File: config.mk
export PLATFORM = sky130hd
export DESIGN_NAME = vga_sync_decoder
export DESIGN_NICKNAME = d
export VERILOG_FILES = /design/src/rtl/vga_sync_decoder.sv
export SDC_FILE = /design/constraint.sdc
export NUM_CORES = 1
export LEC_CHECK = 0
export CAP_MARGIN = 25
export CORE_MARGIN = 2
export CORE_UTILIZATION = 49
export DETAILED_ROUTE_END_ITERATION = 12
export PLACE_DENSITY = 0.72
export SYNTH_ARGS = -nofsm -noshare
export SYNTH_HDL_FRONTEND = slang
export SYNTH_SLANG_ARGS = --single-unit
File: constraint.sdc
create_clock -name clk_pix -period 12.3 [get_ports clk_pix]
set_input_delay 3.69 -clock clk_pix [delete_from_list [all_inputs] [get_ports clk_pix]]
set_output_delay 3.69 -clock clk_pix [all_outputs]
set_load 0.1 [all_outputs]
File: src/rtl/vga_sync_decoder.sv
// Recovers pixel position, lock status and a per-frame checksum from a raw VGA sync/pixel stream.
// Latency: 2 clk_pix cycles from input to output; stage 1 registers inputs, stage 2 registers outputs.
// Backpressure: none; the pixel stream is free-running and every output is valid each cycle.
//
// Ports:
//   clk_pix, reset        pixel clock, synchronous active-high reset
//   hsync_in, vsync_in    active-low syncs;  rgb_in  {R,G,B} 4 bits each
//   x, y, de, rgb_out     recovered visible position, valid flag and aligned pixel (zeroed when de=0)
//   locked                timing locked;  frame_done  pulse at each good locked frame boundary
//   frame_sum             16-bit wrapping sum of the last good locked frame's visible pixels
//   err_count             saturating count of cycles with timing errors while training or locked
module vga_sync_decoder #(
  parameter int H_TOTAL     = 800,
  parameter int H_SYNC      = 96,
  parameter int H_BP        = 48,
  parameter int H_VIS       = 640,
  parameter int V_TOTAL     = 525,
  parameter int V_SYNC      = 2,
  parameter int V_BP        = 33,
  parameter int V_VIS       = 480,
  parameter int LOCK_FRAMES = 2
) (
  input  logic        clk_pix,
  input  logic        reset,
  input  logic        hsync_in,
  input  logic        vsync_in,
  input  logic [11:0] rgb_in,
  output logic [9:0]  x,
  output logic [9:0]  y,
  output logic        de,
  output logic [11:0] rgb_out,
  output logic        locked,
  output logic        frame_done,
  output logic [15:0] frame_sum,
  output logic [7:0]  err_count
);

  localparam int HW = $clog2(2 * H_TOTAL);
  localparam logic [HW-1:0] H_MAX = HW'(2 * H_TOTAL - 1);
  localparam logic [HW-1:0] H_END = HW'(H_TOTAL - 1);
  localparam logic [HW-1:0] H_VS  = HW'(H_SYNC + H_BP);
  localparam logic [HW-1:0] H_VE  = HW'(H_SYNC + H_BP + H_VIS);
  localparam logic [9:0]    V_END = 10'(V_TOTAL - 1);
  localparam logic [9:0]    V_VS  = 10'(V_SYNC + V_BP);
  localparam logic [9:0]    V_VE  = 10'(V_SYNC + V_BP + V_VIS);
  localparam logic [7:0]    LOCK_N = 8'(LOCK_FRAMES);

  typedef enum logic [1:0] {IDLE, TRAIN, LOCKED} state_t;

  // Stage 1
  logic        hs1, hs1_d, vs1, vs1_d;
  logic [11:0] rgb1;

  // Timing state
  logic [HW-1:0] h_cnt;
  logic [9:0]    v_cnt;
  logic          pending;
  logic          h_seen;     // a first hsync fall has been seen (period check armed)
  logic          v_seen;     // a first boundary has been seen (line-count check armed)
  logic          frame_bad;  // an error occurred since the current frame's start boundary
  logic [15:0]   acc;
  state_t        state;
  logic [7:0]    good_cnt;

  // Combinational view of the current stage-1 cycle
  logic          hs_fall, vs_fall, boundary, timeout;
  logic          h_err, v_err, any_err, frame_good, de_nxt;
  logic [HW-1:0] h_nxt;
  logic [9:0]    v_nxt;
  logic [15:0]   acc_sum;

  always_comb begin
    hs_fall  = hs1_d & ~hs1;
    vs_fall  = vs1_d & ~vs1;
    // A vsync fall coinciding with the hsync fall is treated as already pending.
    boundary = hs_fall & (pending | vs_fall);

    // h_nxt is the count of this cycle: 0 on the fall, h_cnt holds the previous cycle's count.
    if (hs_fall)             h_nxt = '0;
    else if (h_cnt == H_MAX) h_nxt = H_MAX;
    else                     h_nxt = h_cnt + HW'(1);

    if (boundary)                  v_nxt = '0;
    else if (!hs_fall)             v_nxt = v_cnt;
    else if (v_cnt == 10'd1023)    v_nxt = v_cnt;
    else                           v_nxt = v_cnt + 10'd1;

    // Timeout fires only on the cycle the counter first reaches saturation.
    timeout    = (h_nxt == H_MAX) && (h_cnt != H_MAX);
    h_err      = (hs_fall && h_seen && (h_cnt != H_END)) || timeout;
    v_err      = boundary && v_seen && (v_cnt != V_END);
    any_err    = h_err || v_err;
    frame_good = !frame_bad && !any_err;

    de_nxt  = (state == LOCKED) &&
              (h_nxt >= H_VS) && (h_nxt < H_VE) &&
              (v_nxt >= V_VS) && (v_nxt < V_VE);
    acc_sum = acc + (de_nxt ? {4'h0, rgb1} : 16'h0000);
  end

  always_ff @(posedge clk_pix) begin
    if (reset) begin
      hs1        <= 1'b0;
      hs1_d      <= 1'b0;
      vs1        <= 1'b0;
      vs1_d      <= 1'b0;
      rgb1       <= '0;
      h_cnt      <= '0;
      v_cnt      <= '0;
      pending    <= 1'b0;
      h_seen     <= 1'b0;
      v_seen     <= 1'b0;
      frame_bad  <= 1'b0;
      acc        <= '0;
      state      <= IDLE;
      good_cnt   <= '0;
      x          <= '0;
      y          <= '0;
      de         <= 1'b0;
      rgb_out    <= '0;
      locked     <= 1'b0;
      frame_done <= 1'b0;
      frame_sum  <= '0;
      err_count  <= '0;
    end else begin
      hs1   <= hsync_in;
      hs1_d <= hs1;
      vs1   <= vsync_in;
      vs1_d <= vs1;
      rgb1  <= rgb_in;

      h_cnt <= h_nxt;
      v_cnt <= v_nxt;
      if (hs_fall) h_seen <= 1'b1;
      if (boundary) begin
        v_seen  <= 1'b1;
        pending <= 1'b0;
      end else if (vs_fall) begin
        pending <= 1'b1;
      end

      // The boundary cycle belongs to both the ending and the starting frame.
      frame_bad <= boundary ? any_err : (frame_bad | any_err);
      acc       <= boundary ? 16'h0000 : acc_sum;

      // locked mirrors the state being entered so it is aligned with the other stage-2 outputs.
      case (state)
        IDLE: begin
          locked <= 1'b0;
          if (boundary) begin
            state    <= TRAIN;
            good_cnt <= '0;
          end
        end
        TRAIN: begin
          locked <= 1'b0;
          if (boundary) begin
            if (!frame_good) begin
              good_cnt <= '0;
            end else begin
              good_cnt <= good_cnt + 8'd1;
              if (good_cnt + 8'd1 >= LOCK_N) begin
                state  <= LOCKED;
                locked <= 1'b1;
              end
            end
          end
        end
        LOCKED: begin
          if (any_err) begin
            state    <= TRAIN;
            good_cnt <= '0;
            locked   <= 1'b0;
          end else begin
            locked <= 1'b1;
          end
        end
        default: begin
          state    <= IDLE;
          good_cnt <= '0;
          locked   <= 1'b0;
        end
      endcase

      if (any_err && (state != IDLE) && (err_count != 8'hFF))
        err_count <= err_count + 8'd1;

      de      <= de_nxt;
      x       <= de_nxt ? 10'(h_nxt - H_VS) : 10'd0;
      y       <= de_nxt ? (v_nxt - V_VS) : 10'd0;
      rgb_out <= de_nxt ? rgb1 : 12'h000;

      frame_done <= boundary && (state == LOCKED) && frame_good;
      if (boundary && (state == LOCKED) && frame_good)
        frame_sum <= acc_sum;
    end
  end

endmodule

Yosys cells after proc, flatten, opt, wreduce, memory -nomap -nowiden:

Cells that the tools add are included.

* logic and storage cells: 103
* register bits after elaboration: 126
* input bits: 16
* output and inout bits: 59

* reduce and logical (&&, ||, !) cells: 24
* mux-type cells: 23
* bitwise gates (word level): 8
* equality and inequality tests: 14
* add/subtract/negate cells: 7
* $lt $le $gt $ge: 5

Operators with widths (count)
* $mux W8: 4
* $mux W10: 3
* $pmux W8 S3: 1
* $eq A11 B11 Y1 const B: 2
* $mux W11: 2
* $add A16 B12 Y16: 1
* $add A8 B1 Y8 const B: 2
* $logic_and A1 B1 Y1: 14
* $mux W12: 1
* $add A11 B1 Y11 const B: 1
* $ge A11 B8 Y1 const B: 1
* $lt A11 B10 Y1 const B: 1
* $ne A11 B10 Y1 const B: 1
* $ne A11 B11 Y1 const B: 1
* $add A10 B1 Y10 const B: 1
* $eq A10 B10 Y1 const B: 1
* $ge A10 B6 Y1 const B: 1
* $lt A10 B10 Y1 const B: 1
* $mux W2: 5
* $ne A10 B10 Y1 const B: 1
* $ne A2 B2 Y1 const B: 5
* $sub A10 B6 Y10 const B: 1
* $sub A10 B8 Y10 const B: 1
* $ge A8 B2 Y1 const B: 1
* 16 further kinds: 28

Longest topological paths before layout:

Gate-level depths: netlist of the first run.

* depth in word-level cells: 12
* mapped depth: 25

Least setup slack after synthesis of the first run:

OpenSTA, ideal clock, no wires.

* path kind: in2reg
* start point: input reset
* end point: register good_cnt[2]
* setup slack: 7627 ps
* data arrival time: 4541 ps
* stages on the path: 4
* setup time: 132 ps
* required time: 12168 ps
* cells stage by stage: clkbuf_1 > clkbuf_1 > clkbuf_1 > nor3_1

RTL lines
* from (decl): RTL line 24 `input logic reset,`
* to (signal assigned): RTL line 161 `good_cnt <= good_cnt + 8'd1;`
* to (decl): RTL line 63 `logic [7:0] good_cnt;`

No word-level cell between the ends.

Worst setup path after layout of the first run:

* start point: register err_count[2]
* end point: output err_count[2]

RTL lines
* from (decl): RTL line 35 `output logic [7:0] err_count`
* from (signal assigned): RTL line 186 `err_count <= err_count + 8'd1;`

No word-level cell between the ends.

==> impl_metrics.toml, run 1 <==
[routing]
drt-pass1-iter-count = 5
drc = 0
viasPerCell = 5.63
wl_mm = 13.3
ant_nets = 0
drt-wirelength-per-cell_um = 14.7
drt-initial-drc-count = 360
dr_total_vias = 5076

[placement]
dpl.hpwl_mm = 9.08
place_ws_ns = 6.90
dpl_cell_area_um2 = 6830
port-buffer-count = 74
gp_congestion = 0.946

[floorplan]
die_height_um = 115
ios = 75
core_um2 = 12000
start_util_pct = 50.1
dieArea_um2 = 13200
rows = 40
fp.dieW_um = 115

[yosys]
synth.avg_cell_area_um2 = 8.90
synthArstFlopShare_pct = 0
syn-num-nets = 719
synth_ff_type = "dfxtp_1"
synth_area_um2 = 6020
ys_seq_area_share_pct = 41.9
synth.ff_latch_count = 126
synth-edff-count = 0
synth_cell_types = 76
ys_warn_count = 0
syn_inst = 677

[clock_tree]
cts_tree = "yes"
cts_buffers = 17
hold_buffers = 0
cts_root_buf = "clkbuf_16"
cts-resized-gates = 0
h-tree-depth = 4
post_cts_buffers = 0
clkLatencyLatePin_ns = 0.43
cts_sinks = 126
clk_pin_slew_worst_paths_ns = 0.05
clock_path_buffers = 2

[sta]
clock.fmax_mhz = 176
skew_ns = 0.0163
finalMaxSlewViolations = 0
tightestPinTransition_ns = 0.992
setup_viol = 0
setup_ws_ns = 6.62
fin_crit_sh_pct = 46.2
hold_viol = 0
setup_tns_ns = 0
fin_crit_ns = 5.68
max_slew_margin_pct = 33.6
rsz0062_at_grt = "no"

[worst_setup_path]
path_buf_inv = 1
reg2reg_depth = 17
path_class = "reg -> out"
cp.depth = 1
cp.arrival_ns = 1.99
max_stage_delay_ns = 1.16
cp_cell_sequence = "clkdlybuf4s50_1"
start_kind = "register"
critPathMaxFanout = 5
reg2reg_slack_ns = 6.82
critical-path-top-delay-family = "buffers and inverters"
critPathCaptureType = "primary output"
crit_slowest_cell = "clkdlybuf4s50_1"
crit_required_ns = 8.61

[power]
peakVddDrop_mv = 0.0698
finalPower_uw = 979
power.density_nw_per_um2 = 131
p_leak_uw = 0.00291

[layout]
n_antenna_cell = 0
fin_area_um2 = 7480
drive_gt1_share_pct = 7.42
nFillCells = 1036
final_nets = 784
area.growth.synth_to_final_pct = 24.2
final_cell_mix = "dfxtp_1, nor2_1, clkdlybuf4s50_1"
final_common_cell = "dfxtp_1"

[global_route]
antenna_found_initial = 0
grt_max_degree = 107
track_usage_pct = 21.1
overflow = 0
grt_pass1_vias = 4803
grt_pass1_wl_mm = 22.3

[min_path]
hold_path.class = "reg -> reg"
hold_depth = 2

[run]
cap_violations = 0

[run_status]
status = "complete, no violations"
==> through the flow <==
step,cells,utilization (%),hold slack (ns)
floorplan,677,-,0.425
global placement,869,56.9,0.448
detailed placement,869,56.9,0.436
CTS,901,62.0,0.449
global route,902,62.3,0.478
finish,902,62.3,0.451
==> where the power goes <==
| group | switching [µW] | total [µW] | internal (µW) |
|---|---|---|---|
| clock | 176 | 516 | 340 |
| sequential | 4.42 | 418 | 414 |
| combinational | 27.7 | 44.7 | 16.9 |
| total | 209 | 979 | 770 |
==> cells by family after synthesis <==
logic type / after synthesis / share of synthesized area [%]
adders and majority gates: 26 / 5.53
and+or+nand+nor: 279 / 24.3
DFF: 126 / 41.9
muxes: 19 / 3.24
xor gates and xnor gates: 33 / 4.80
AOI/OAI and AO/OA: 131 / 15.8
buffers and inverters: 63 / 4.40
==> synthesized netlist by cell type (12+ instances only) <==
cell type	n	area share, %
xnor2_1	16	2.3
dfxtp_1	126	42
nand2_1	22	1.4
and3_1	12	1.2
nor2_1	91	5.7
and2_1	12	1.2
nor2b_1	22	2.3
o21ai_0	20	1.7
clkbuf_1	19	1.2
mux2i_1	15	2.5
a21oi_1	26	2.2
nor3_1	49	4.1
a211oi_1	12	1.5
xor2_1	17	2.5
nand3_1	14	1.2
ha_1	25	5.2
inv_1	31	1.9
==> per-layer routing <==
layer | share of wire (%) | GRT usage (%) | vias to the layer above
li1 | - | - | 2550
met1 | 47 | 27.8 | 2338
met2 | 45 | 32.2 | 164
met3 | 5.8 | 6.22 | 24
met4 | 1.7 | 9.16 | 0
met5 | 0 | 0 | -
==> flip-flops by register name, indices dropped and copies added (netlist names), 2 cells and up <==
| signal | flops |
|---|---|
| h_cnt | 11 |
| err_count | 8 |
| rgb_out | 12 |
| acc | 16 |
| rgb1 | 12 |
| state | 2 |
| y | 10 |
| frame_sum | 16 |
| x | 10 |
| v_cnt | 10 |
| good_cnt | 8 |
==> layout make-up <==
| type | instances | area (µm²) | area share (%) |
|---|---|---|---|
| timing repair buffer | 78 | 788 | 10.5 |
| tap | 147 | 184 | 2.46 |
| clock inverter | 9 | 133 | 1.77 |
| clock buffer | 23 | 488 | 6.53 |
| multi-input combinational | 488 | 3250 | 43.4 |
| sequential | 126 | 2520 | 33.7 |
| inverter | 31 | 116 | 1.56 |
==> final timing paths <==
kind / start / end
hold reg to reg: rgb1[9]$_SDFF_PP0_ / rgb_out[9]$_SDFF_PP0_
setup reg to reg: hs1_d$_SDFF_PP0_ / frame_sum[11]$_SDFFE_PP0P_
hold / removal: rgb1[9]$_SDFF_PP0_ / rgb_out[9]$_SDFF_PP0_
setup / recovery: err_count[2]$_SDFFE_PP0P_ / err_count[2]
Note: power is estimated with default switching activity, not from simulation.
==> run 2: changes to the inputs <==
- PLACE_DENSITY: 0.72 -> 0.75
- clock period: 12.3 -> 5.2 ns (I/O delays scaled with it)
==> run 2 against run 1 <==
  * Sequential power rose by 140%
  * Count of clock-buffer cells in the layout fell by 3
  * Final cell count rose by 0.78%
  * Critical path depth rose by 20
  * First-iteration DRC count rose by 2.5%
  * Die area did not move
  * Flip-flop and latch count did not move
  * Setup slack got worse by 6.3 ns
  * Clock power rose by 140%
  * Clock skew fell by 0.0077 ns
==> impl_metrics.toml, run 2 (synthesis gave the netlist of run 1 again) <==
[run_status]
status = "complete, no violations"

[clock_tree]
hold_buffers = 0
h-tree-depth = 4
clock_path_buffers = 2
cts_root_buf = "clkbuf_16"
cts_tree = "yes"
clkLatencyLatePin_ns = 0.42
clk_pin_slew_worst_paths_ns = 0.06
cts_sinks = 126
cts_buffers = 17

[placement]
dpl.hpwl_mm = 10.1
place_ws_ns = 0.264
gp_congestion = 0.903
port-buffer-count = 74
dpl_cell_area_um2 = 6870

[power]
comb_power_share_pct = 4.5
p_leak_uw = 0.00295
sw_frac_of_total_pct = 22.3
seq_power_share_pct = 42.4
switchingPower_uw = 519
clockPowerShare_pct = 53.1
peakVddDrop_mv = 0.286
power.density_nw_per_um2 = 310
p_int_uw = 1810

[global_route]
overflow = 0
grt.busiest_layer = "met2"
grt_pass1_wl_mm = 23.9
grt_pass1_vias = 5028
grtUsageMet3_pct = 6.48
use_met1_pct = 27.9
use_met2_pct = 39.5
grt_max_degree = 68
antenna_found_initial = 0
track_usage_pct = 23.2

[sta]
max_slew_margin_pct = 30.9
setup_tns_ns = 0
clock.fmax_mhz = 206
skew_ns = 0.00859
setup_ws_ns = 0.348
rsz0062_at_grt = "no"
fin_crit_ns = 4.85
finalMaxSlewViolations = 0
tightestPinTransition_ns = 1.03
setup_viol = 0
fin_crit_sh_pct = 93.3
hold_viol = 0

[floorplan]
start_util_pct = 50.1
dieArea_um2 = 13200
core_um2 = 12000
die_height_um = 115
fp.dieW_um = 115
ios = 75
rows = 40

[run]
cap_violations = 0

[routing]
drc = 0
ant_nets = 0
dr_total_vias = 5184
drt-initial-drc-count = 369
drt-wirelength-per-cell_um = 16.1
drt-pass1-iter-count = 5
viasPerCell = 5.70
wl_mm = 14.7

[worst_setup_path]
crit_required_ns = 5.54
critPathCaptureType = "register"
cp_cell_sequence = "ha_2, nand4_1, o31a_1, xnor2_1, nor2_1, ha_1, nor2_1, and3_1, o31a_1, o21ai_2, o2111ai_4, buf_4, or2_1, fa_1, nor2b_1, o31a_1, o41a_1, a211o_1, nand4_1, xor2_1, a211oi_1"
max_stage_delay_ns = 0.44
path_class = "reg -> reg"
critical-path-top-delay-family = "compound AO/OA/AOI/OAI gates"
crit_slowest_cell = "fa_1"
path_common_cell = "o31a_1"
start_kind = "register"
critPathMaxFanout = 11
cp.arrival_ns = 5.19
path_buf_inv = 1

[min_path]
hold_path.class = "reg -> reg"

[layout]
fin_area_um2 = 7530
n_antenna_cell = 0
final_common_cell = "dfxtp_1"
final_nets = 791
drive_gt1_share_pct = 9.06
final_cell_mix = "dfxtp_1, nor2_1, clkdlybuf4s50_1"
area.growth.synth_to_final_pct = 25.0
top_regs = "acc x16, frame_sum x16"
==> run 2: cell count changes in the layout (fill, tap and decap cells not counted), sizes merged <==
cell      before  now
buf            5   12
clkbuf        23   20
clkinv         4    7
clkinvlp       2    1
inv           31   32
==> run 2: per-stage QoR <==
step	utilization (%)	power, µW	instances	hold WS, ns
2_1_floorplan	-	1080	677	0.425
3_3_place_gp	57.2	1110	875	0.449
3_5_place_dp	57.2	1110	875	0.445
4_1_cts	62.4	2350	907	0.454
5_1_grt	62.7	2400	909	0.484
6_report	62.7	2330	909	0.453
==> run 2: power groups by stage <==
| stage | Combinational (µW) | Clock (µW) | Sequential, µW |
|---|---|---|---|
| after floorplan | 74.0 | 0 | 1010 |
| after global placement | 101 | 0 | 1010 |
| after detailed placement | 104 | 0 | 1010 |
| after CTS | 106 | 1250 | 989 |
| after global routing | 117 | 1300 | 990 |
| final | 105 | 1240 | 989 |
==> run 2: tightest hold or removal path, cell delays in order (launching register included) <==
cell and delay [ns]:
dfxtp_1 0.29, inv_1 0.06, nor3_1 0.05
==> run 2: cell type report <==
cell class	instances	area [µm²]
Clock buffer	20	467
Fill cell	1024	4480
Timing Repair Buffer	85	821
Sequential cell	126	2520
Inverter	31	116
Multi-Input combinational cell	488	3260
Clock inverter	12	160
Tap cell	147	184
==> run 2: per-layer routing <==
layer / share of wire, % / wire [µm]
met1: 44 / 6510
met2: 49 / 7150
met3: 4.9 / 723
met4: 1.9 / 277
met5: 0 / 0
==> run 2: path summary, 6_finish.rpt <==
kind / end / slack, ns / start / cells after the start
min reg2reg: rgb_out[10]$_SDFF_PP0_ / 0.45 / rgb1[10]$_SDFF_PP0_ / 2
min: rgb_out[10]$_SDFF_PP0_ / 0.45 / rgb1[10]$_SDFF_PP0_ / 2
max reg2reg: frame_sum[14]$_SDFFE_PP0P_ / 0.35 / v_cnt[1]$_SDFF_PP0_ / 21
max: frame_sum[14]$_SDFFE_PP0P_ / 0.35 / v_cnt[1]$_SDFF_PP0_ / 21
==> run 2: timing repair <==
item,4_1_cts,5_1_grt
setup endpoints to repair,0,11
setup buffers,0,2
resized for setup,0,4
